<file path="config.mk">
export PLATFORM = sky130hd
export DESIGN_NAME = mac_rx_flat
export DESIGN_NICKNAME = d
export VERILOG_FILES = /design/src/rtl/mac_pkg.sv /design/src/rtl/mac_rx_if.sv /design/src/rtl/mac_crc32.sv /design/src/rtl/mac_rx.sv /design/src/flat_wrapper.sv
export SDC_FILE = /design/constraint.sdc
export NUM_CORES = 1
export LEC_CHECK = 0
export CELL_PAD_IN_SITES_DETAIL_PLACEMENT = 0
export CELL_PAD_IN_SITES_GLOBAL_PLACEMENT = 1
export CORE_MARGIN = 3
export CORE_UTILIZATION = 43
export CTS_CLUSTER_DIAMETER = 80
export CTS_CLUSTER_SIZE = 20
export DETAILED_ROUTE_END_ITERATION = 8
export PLACE_DENSITY_LB_ADDON = 0.1
export SLEW_MARGIN = 20
export SYNTH_ARGS = -nofsm -noshare
export SYNTH_HDL_FRONTEND = slang
export SYNTH_SLANG_ARGS = --single-unit
</file>
<file path="constraint.sdc">
create_clock -name clk -period 4.2 [get_ports clk]
set_input_delay 0.63 -clock clk [delete_from_list [all_inputs] [get_ports clk]]
set_output_delay 0.63 -clock clk [all_outputs]
set_load 0.02 [all_outputs]
</file>
<file path="src/rtl/mac_pkg.sv">
// Shared definitions for the MAC receive path.
// Holds the FSM state encoding, the CRC-32 constants and the bit positions
// of the receive status error vector. It also provides a byte-wide CRC-32
// step function that the receive and transmit FCS paths can both use.
package mac_pkg;

    typedef enum logic [2:0] {
        S_IDLE,
        S_PREAMBLE,
        S_ADDR,
        S_BODY,
        S_FLUSH,
        S_DISCARD,
        S_ABORT,
        S_STATUS
    } rx_state_t;

    localparam logic [31:0] CRC_POLY    = 32'hEDB8_8320;
    localparam logic [31:0] CRC_INIT    = 32'hFFFF_FFFF;
    localparam logic [31:0] CRC_RESIDUE = 32'hDEBB_20E3;

    localparam int STAT_ERR_W = 3;
    localparam int ERR_CRC    = 0;
    localparam int ERR_LEN    = 1;
    localparam int ERR_OVF    = 2;

    // Reflected CRC-32 advanced by one byte, LSB first.
    function automatic logic [31:0] crc32_byte(input logic [31:0] crc, input logic [7:0] data);
        logic [31:0] c;
        c = crc ^ {24'h0, data};
        for (int i = 0; i < 8; i++)
            c = c[0] ? ((c >> 1) ^ CRC_POLY) : (c >> 1);
        return c;
    endfunction

endpackage

</file>
<file path="src/rtl/mac_rx_if.sv">
// Receive MAC bus bundle: byte stream in, rx_fifo write port out, status out.
//  mac_rxd / mac_rxdv   receive byte and its valid flag
//  rx_fifo_wr_en/_data  write port into rx_fifo; rx_fifo_full back-pressure
//  rx_stat_valid/_err/_len  per-frame status word
// slave modport is the MAC side; master modport is the side feeding it.
interface mac_rx_if #(parameter int CNT_W = 11);
    import mac_pkg::*;

    logic [7:0]            mac_rxd;
    logic                  mac_rxdv;
    logic                  rx_fifo_wr_en;
    logic [7:0]            rx_fifo_wr_data;
    logic                  rx_fifo_full;
    logic                  rx_stat_valid;
    logic [STAT_ERR_W-1:0] rx_stat_err;
    logic [CNT_W-1:0]      rx_stat_len;

    modport slave (
        input  mac_rxd, mac_rxdv, rx_fifo_full,
        output rx_fifo_wr_en, rx_fifo_wr_data, rx_stat_valid, rx_stat_err, rx_stat_len
    );

    modport master (
        output mac_rxd, mac_rxdv, rx_fifo_full,
        input  rx_fifo_wr_en, rx_fifo_wr_data, rx_stat_valid, rx_stat_err, rx_stat_len
    );
endinterface

</file>
<file path="src/rtl/mac_crc32.sv">
// Byte-wide IEEE 802.3 reflected CRC-32 register.
//  clk, rst  clock, asynchronous active-high reset (register -> all ones)
//  init      reload all ones (takes priority over en)
//  en        fold data into the register
//  data      input byte
//  crc       current register value, no final inversion
module mac_crc32
    import mac_pkg::*;
(
    input  logic        clk,
    input  logic        rst,
    input  logic        init,
    input  logic        en,
    input  logic [7:0]  data,
    output logic [31:0] crc
);

    always_ff @(posedge clk or posedge rst) begin
        if (rst)
            crc <= CRC_INIT;
        else if (init)
            crc <= CRC_INIT;
        else if (en)
            crc <= crc32_byte(crc, data);
    end

endmodule

</file>
<file path="src/rtl/mac_rx.sv">
// Receive-side MAC framer.
// Strips preamble/SFD, checks CRC-32 and frame length, and writes dest..payload
// into rx_fifo through a 6-byte delay line so the 4 FCS bytes never reach the
// fifo. One status word is produced per accepted frame.
//  clk, rst  clock, asynchronous active-high reset
//  bus       mac_rx_if.slave: mac_rxd/mac_rxdv in, rx_fifo write port out,
//            rx_fifo_full in, rx_stat_valid/err/len out
// Optional feature: RX_ADDR_FILTER_EN enables destination address filtering
// (MY_MAC or broadcast accepted, others dropped silently).
module mac_rx
    import mac_pkg::*;
#(
    parameter logic [7:0]  PREAMBLE_BYTE = 8'h55,
    parameter logic [7:0]  SFD_BYTE      = 8'hD5,
    parameter logic [47:0] MY_MAC        = 48'h02_00_00_00_00_01,
    parameter int          MIN_FRAME     = 64,
    parameter int          MAX_FRAME     = 1518,
    parameter int          COUNTER_WIDTH = 11
) (
    input logic      clk,
    input logic      rst,
    mac_rx_if.slave  bus
);

`ifdef RX_ADDR_FILTER_EN
    localparam bit FILTER_EN = 1'b1;
`else
    localparam bit FILTER_EN = 1'b0;
`endif

    localparam logic [COUNTER_WIDTH-1:0] MIN_C = COUNTER_WIDTH'(MIN_FRAME);
    localparam logic [COUNTER_WIDTH-1:0] MAX_C = COUNTER_WIDTH'(MAX_FRAME);
    localparam logic [COUNTER_WIDTH-1:0] ONE   = COUNTER_WIDTH'(1);
    localparam logic [COUNTER_WIDTH-1:0] FCS_N = COUNTER_WIDTH'(4);

    rx_state_t                state;
    logic [47:0]              dly;
    logic [COUNTER_WIDTH-1:0] byte_count;
    logic [COUNTER_WIDTH-1:0] wr_count;
    logic [2:0]               addr_cnt;
    logic                     flush_cnt;
    logic [STAT_ERR_W-1:0]    err_lat;

    logic                     crc_init, crc_en;
    logic [31:0]              crc;
    logic [COUNTER_WIDTH-1:0] next_count;
    logic [47:0]              dest_addr;
    logic                     addr_ok;

    always_comb begin
        crc_init   = (state == S_PREAMBLE) && bus.mac_rxdv && (bus.mac_rxd == SFD_BYTE);
        crc_en     = bus.mac_rxdv && ((state == S_ADDR) || (state == S_BODY));
        next_count = (byte_count == '1) ? byte_count : byte_count + ONE;
        // Full destination address as it will sit in the delay line after the 6th byte.
        dest_addr  = {dly[39:0], bus.mac_rxd};
        addr_ok    = !FILTER_EN || (dest_addr == MY_MAC) || (dest_addr == 48'hFFFF_FFFF_FFFF);
    end

    mac_crc32 u_crc (
        .clk  (clk),
        .rst  (rst),
        .init (crc_init),
        .en   (crc_en),
        .data (bus.mac_rxd),
        .crc  (crc)
    );

    always_ff @(posedge clk or posedge rst) begin
        if (rst) begin
            state               <= S_IDLE;
            dly                 <= '0;
            byte_count          <= '0;
            wr_count            <= '0;
            addr_cnt            <= '0;
            flush_cnt           <= 1'b0;
            err_lat             <= '0;
            bus.rx_fifo_wr_en   <= 1'b0;
            bus.rx_fifo_wr_data <= '0;
            bus.rx_stat_valid   <= 1'b0;
            bus.rx_stat_err     <= '0;
            bus.rx_stat_len     <= '0;
        end else begin
            bus.rx_fifo_wr_en <= 1'b0;
            bus.rx_stat_valid <= 1'b0;
            case (state)
                S_IDLE: begin
                    if (bus.mac_rxdv)
                        state <= (bus.mac_rxd == PREAMBLE_BYTE) ? S_PREAMBLE : S_DISCARD;
                end
                S_PREAMBLE: begin
                    if (!bus.mac_rxdv)
                        state <= S_IDLE;
                    else if (bus.mac_rxd == SFD_BYTE) begin
                        state      <= S_ADDR;
                        byte_count <= '0;
                        wr_count   <= '0;
                        addr_cnt   <= '0;
                        err_lat    <= '0;
                        dly        <= '0;
                    end else if (bus.mac_rxd != PREAMBLE_BYTE)
                        state <= S_DISCARD;
                end
                S_ADDR: begin
                    if (!bus.mac_rxdv) begin
                        err_lat[ERR_LEN] <= 1'b1;
                        state            <= S_ABORT;
                    end else begin
                        dly        <= dest_addr;
                        byte_count <= next_count;
                        addr_cnt   <= addr_cnt + 3'd1;
                        if (addr_cnt == 3'd5)
                            state <= addr_ok ? S_BODY : S_DISCARD;
                    end
                end
                S_BODY: begin
                    if (!bus.mac_rxdv) begin
                        flush_cnt <= 1'b0;
                        state     <= S_FLUSH;
                    end else if (next_count > MAX_C) begin
                        err_lat[ERR_LEN] <= 1'b1;
                        state            <= S_ABORT;
                    end else if (bus.rx_fifo_full) begin
                        err_lat[ERR_OVF] <= 1'b1;
                        state            <= S_ABORT;
                    end else begin
                        // Oldest byte leaves the delay line; the newest 4 are
                        // always the FCS candidates and stay behind.
                        dly                 <= dest_addr;
                        byte_count          <= next_count;
                        bus.rx_fifo_wr_en   <= 1'b1;
                        bus.rx_fifo_wr_data <= dly[47:40];
                        wr_count            <= wr_count + ONE;
                    end
                end
                S_FLUSH: begin
                    if (bus.rx_fifo_full) begin
                        err_lat[ERR_OVF] <= 1'b1;
                        state            <= S_ABORT;
                    end else begin
                        bus.rx_fifo_wr_en   <= 1'b1;
                        bus.rx_fifo_wr_data <= dly[47:40];
                        dly                 <= {dly[39:0], 8'h00};
                        wr_count            <= wr_count + ONE;
                        flush_cnt           <= 1'b1;
                        if (flush_cnt) begin
                            // Status registers load on entry so the pulse lines up with STATUS.
                            state             <= S_STATUS;
                            bus.rx_stat_valid <= 1'b1;
                            bus.rx_stat_err   <= {1'b0, byte_count < MIN_C, crc != CRC_RESIDUE};
                            bus.rx_stat_len   <= byte_count - FCS_N;
                        end
                    end
                end
                S_ABORT: begin
                    if (!bus.mac_rxdv) begin
                        state             <= S_STATUS;
                        bus.rx_stat_valid <= 1'b1;
                        bus.rx_stat_err   <= err_lat;
                        bus.rx_stat_len   <= wr_count;
                    end
                end
                S_STATUS: state <= S_IDLE;
                S_DISCARD: begin
                    if (!bus.mac_rxdv)
                        state <= S_IDLE;
                end
                default: state <= S_IDLE;
            endcase
        end
    end

endmodule

</file>
<file path="src/flat_wrapper.sv">
// flat-port wrapper written by rule: the top's interface ports become plain ports
module mac_rx_flat import mac_pkg::*;
#(
    parameter logic [7:0]  PREAMBLE_BYTE = 8'h55,
    parameter logic [7:0]  SFD_BYTE      = 8'hD5,
    parameter logic [47:0] MY_MAC        = 48'h02_00_00_00_00_01,
    parameter int          MIN_FRAME     = 64,
    parameter int          MAX_FRAME     = 1518,
    parameter int          COUNTER_WIDTH = 11
)
  (clk, rst, bus_mac_rxd, bus_mac_rxdv, bus_rx_fifo_full, bus_rx_fifo_wr_en, bus_rx_fifo_wr_data, bus_rx_stat_valid, bus_rx_stat_err, bus_rx_stat_len);
  mac_rx_if bus_i ();
  input logic clk;
  input logic rst;
  input wire logic [$bits(bus_i.mac_rxd)-1:0] bus_mac_rxd;
  input wire logic [$bits(bus_i.mac_rxdv)-1:0] bus_mac_rxdv;
  input wire logic [$bits(bus_i.rx_fifo_full)-1:0] bus_rx_fifo_full;
  output wire logic [$bits(bus_i.rx_fifo_wr_en)-1:0] bus_rx_fifo_wr_en;
  output wire logic [$bits(bus_i.rx_fifo_wr_data)-1:0] bus_rx_fifo_wr_data;
  output wire logic [$bits(bus_i.rx_stat_valid)-1:0] bus_rx_stat_valid;
  output wire logic [$bits(bus_i.rx_stat_err)-1:0] bus_rx_stat_err;
  output wire logic [$bits(bus_i.rx_stat_len)-1:0] bus_rx_stat_len;
  assign bus_i.mac_rxd = bus_mac_rxd;
  assign bus_i.mac_rxdv = bus_mac_rxdv;
  assign bus_i.rx_fifo_full = bus_rx_fifo_full;
  assign bus_rx_fifo_wr_en = bus_i.rx_fifo_wr_en;
  assign bus_rx_fifo_wr_data = bus_i.rx_fifo_wr_data;
  assign bus_rx_stat_valid = bus_i.rx_stat_valid;
  assign bus_rx_stat_err = bus_i.rx_stat_err;
  assign bus_rx_stat_len = bus_i.rx_stat_len;
  mac_rx #(.PREAMBLE_BYTE(PREAMBLE_BYTE), .SFD_BYTE(SFD_BYTE), .MY_MAC(MY_MAC), .MIN_FRAME(MIN_FRAME), .MAX_FRAME(MAX_FRAME), .COUNTER_WIDTH(COUNTER_WIDTH)) u_core (.clk(clk), .rst(rst), .bus(bus_i));
endmodule
</file>
==> summary.md <==
| Metric | Value |
|---|---|
| Setup Slack @ Placement | `about 1000 ps` |
| Routability-driven placement congestion ratio | `approximately 0.91` |
| Number of global-route vias before repair | `roughly 5600` |
| Die ar. | `18900 um^2` |
| CTS tree | `yes` |
| Finished Cell Area | `8490 um^2` |
| Nets@finish | `between 800 and 900` |
| R2R cell count | `8` |
| Root buffer cell | `clkbuf_16` |
| Syn Area/Cell | `between 9 and 10 um^2` |
| Actual slew at the worst max-slew pin | `between 900 and 1000 ps` |
| Longest Clk Path Bufs | `2` |
| Clock sink count | `around 140` |
| Average routed wire per standard cell | `roughly 17 um` |
| Sequential share of the synthesized area | `0.461` |
| CTS clk-pin slew, worst paths | `roughly 60 ps` |
| Num CTS Buffers | `17` |
| PortBufs | `35` |
| Layout fillers | `~1500` |
| Sw frac | `0.406` |
| P_int | `4.27 mW` |
| Remaining Overflow, GRT | `0` |
| P_leak | `3.67 nW` |
| Slew Limit Headroom | `0.390` |
| Critical path arrival | `~3500 ps` |
| # Post-CTS Setup Buffers | `0` |
| Post-synthesis instance total | `roughly 770` |
| Number of synthesized flops with an enable pin | `0` |
| Tmin final | `between 3000 and 4000 ps` |
| Core area | `16800 um^2` |
| Final HPWL DP | `approximately 12000 um` |
| Peak supply drop | `~0.48 mV` |
| Register bit total from synthesis | `135` |
| Largest net degree at the start of global routing | `92` |
| Period Utilization, post-route | `0.757` |
| Final Hold Slack | `477 ps` |
| Reg2reg start | `u_core.byte_count[0]$_DFFE_PP0P_` |
| Synthesis-to-finish area growth | `14.5%` |
| Max Slew Vio Count | `0` |
| Status | `complete, no violations` |
| Synthesized area | `7420 um^2` |
| Die width | `about 140 um` |
| GRT Resource Usage Total | `0.195` |
| Final Hold Vio Count | `0` |
| Vias | `about 5700` |
| Htree depth | `4` |
| Setup crit end kind | `flip-flop` |
| Psw | `approximately 2.9 mW` |
| P per Cell Area | `847 nW/um^2` |
| Routed Antenna Nets | `0` |
| CP max FO | `48` |
| Final Skew | `between 8 and 9 ps` |
| Worst R2R End | `u_core.dly[19]$_DFFE_PP0P_` |
| Worst setup margin | `~1000 ps` |
| Clock network power share | `0.196` |
| Final WL | `17500 um` |
| Clock latency on the worst-skew pair | `420 ps` |
| CTS Hold Bufs | `0` |
| Syn_nets | `~790` |
| ANT cells | `0` |
| Die Span Y | `~140 um` |
| 1st-pass router iterations | `7` |
| Critical path launch point | `u_core.byte_count[0]$_DFFE_PP0P_` |
| First-pass GRT wire length | `between 20000 and 30000 um` |
| Num ports | `36` |
| Worst hold path type | `flip-flop to flip-flop` |
| Final setup TNS | `0 ps` |
| FP Rows | `47` |
| Initial antenna violation count | `0` |
| Post-DP Area | `7940 um^2` |
| FFs w/ async S/R, synth | `1.00` |
| Share of power burned in registers | `0.326` |
| FMAX | `roughly 310 MHz` |
| Synthesis warning total | `0` |
| Yosys cell types | `67` |
| CP Launch Type | `flip-flop` |
| Share of layout cells above drive strength 1 | `0.133` |
| DRC Markers | `0` |
| Worst path required time | `between 4000 and 5000 ps` |
| RSZ-0062 raised after global routing | `false` |
| Capture point of the worst path | `u_core.dly[19]$_DFFE_PP0P_` |
| Synth Flop Type | `dfrtp_1` |
| Max-Cap Viols | `0` |
| Setup Crit Path Kind | `flip-flop to flip-flop` |
| Vias/cell | `roughly 5.6` |
| Reg2reg setup slack | `a little over 1000 ps` |
| Finish-stage setup viols | `0` |
| Worst hold stages | `2` |
| DRT iter0 DRCs | `~400` |
| Initial Utilization | `0.442` |
| Post-CTS resize count | `0` |
| Comb pwr share | `0.478` |
-- kinds of logic (layout without fill, tap and decap cells) --
group | Yosys count | count (layout) | synth area share
adders and majority gates | 6 | 6 | 0.0101
and+or+nand+nor | 216 | 216 | 0.143
AOI/OAI and AO/OA | 175 | 175 | 0.148
buffers and inverters | 94 | 125 | 0.0530
muxes | 63 | 63 | 0.0906
DFF | 135 | 135 | 0.461
xor gates and xnor gates | 79 | 79 | 0.0943
-- worst min path at each step --
| stage | startpoint | endpoint | slack, ps |
|---|---|---|---|
| final | u_core.bus.rx_stat_len[7]$_DFFE_PP0P_ | u_core.bus.rx_stat_len[7]$_DFFE_PP0P_ | 480 |
| after global routing | u_core.dly[33]$_DFFE_PP0P_ | u_core.dly[33]$_DFFE_PP0P_ | 500 |
| after CTS | u_core.bus.rx_stat_len[1]$_DFFE_PP0P_ | u_core.bus.rx_stat_len[1]$_DFFE_PP0P_ | 480 |
| after detailed placement | u_core.bus.rx_stat_len[1]$_DFFE_PP0P_ | u_core.bus.rx_stat_len[1]$_DFFE_PP0P_ | 470 |
| after global placement | u_core.bus.rx_stat_len[6]$_DFFE_PP0P_ | u_core.bus.rx_stat_len[6]$_DFFE_PP0P_ | 460 |
| after floorplan | u_core.dly[46]$_DFFE_PP0P_ | u_core.dly[46]$_DFFE_PP0P_ | 460 |
-- layout make-up --
cell class,count,area (um^2),area share
flip-flops and latches,135,3420,0.403
multi-input cells,539,3620,0.426
well taps,220,275,0.0324
clock buffers,18,429,0.0505
inverters,50,195,0.0230
repair buffers,44,430,0.0507
clock inverters,13,124,0.0146
-- worst max-delay path, cell delays in order, from the launching register on --
cell and delay, ps:
dfrtp_1 480, ha_1 340, nand4_1 230, or3_1 480, o221a_2 190, o31a_4 450
o21ai_4 200, buf_12 310, mux2_1 360
-- registers in the layout, summed over array words and instances (netlist names) --
name / count
u_core.byte_count: 11
u_core.bus.rx_fifo_wr_en: 1
u_core.bus.rx_stat_len: 11
u_core.addr_cnt: 3
u_core.bus.rx_stat_valid: 1
u_core.state: 3
u_core.bus.rx_stat_err: 3
u_core.wr_count: 11
u_core.err_lat: 2
u_core.dly: 48
u_core.u_crc.crc: 32
u_core.bus.rx_fifo_wr_data: 8
u_core.flush_cnt: 1
-- metal layers --
layer,global-route usage,routed length [um],up-vias
li1,-,-,2733
met1,0.258,7990,2805
met2,0.321,8530,160
met3,0.0402,715,27
met4,0.0632,316,0
met5,0,0,-
-- cell usage after synthesis (all sizes together), types with 3 or more instances --
library cell / instances / area share
nor3b: 3 / 0.0030
clkbuf: 32 / 0.016
nand2b: 3 / 0.0025
nand2: 91 / 0.046
a31oi: 3 / 0.0025
o22ai: 3 / 0.0025
xnor2: 58 / 0.070
or4: 3 / 0.0035
mux2i: 33 / 0.045
nor2: 30 / 0.015
inv: 50 / 0.026
nand4: 7 / 0.0059
nor4: 12 / 0.010
nand4b: 5 / 0.0059
xor2: 21 / 0.025
buf: 12 / 0.011
nor3: 27 / 0.018
o32a: 3 / 0.0040
nand3b: 4 / 0.0040
o211ai: 14 / 0.014
ha: 6 / 0.010
dfrtp: 103 / 0.35
a32o: 3 / 0.0040
and2: 3 / 0.0025
o31ai: 4 / 0.0059
nor2b: 5 / 0.0042
a22o: 9 / 0.011
dfstp: 32 / 0.11
a21oi: 66 / 0.045
mux2: 30 / 0.046
nand3: 11 / 0.0074
o21ai: 52 / 0.037
-- power by group through the flow --
stage	registers [mW]	logic [mW]	clock network [mW]
2_1_floorplan	2.28	2.68	0
3_3_place_gp	2.35	3.41	0
5_1_grt	2.42	3.80	1.51
4_1_cts	2.34	3.48	1.45
3_5_place_dp	2.36	3.46	0
6_report	2.34	3.44	1.41
-- cells in the final DEF, fill, tap and decap left out, types with 4 or more instances in the layout --
master	n
dfstp_2	32
ha_1	6
xor2_1	21
nor2b_1	5
nand4_1	7
nand2_1	91
nor2_1	30
nand3b_1	4
mux2_2	18
dfrtp_1	103
nand4b_1	5
mux2i_1	33
buf_4	8
nor4_1	11
o21ai_0	50
nand3_1	11
xnor2_1	57
mux2_1	11
clkbuf_16	17
nor3_1	27
inv_1	48
inv_6	4
a21oi_1	66
clkdlybuf4s50_1	35
a22o_1	9
o211ai_1	14
-- metrics by stage --
step,util,std cells,power [mW]
finish,0.507,1019,7.19
global route,0.507,1019,7.73
CTS,0.507,1019,7.27
global placement,0.474,988,5.76
floorplan,-,768,4.96
detailed placement,0.474,988,5.82
Note: power is estimated with default switching activity, not from simulation.
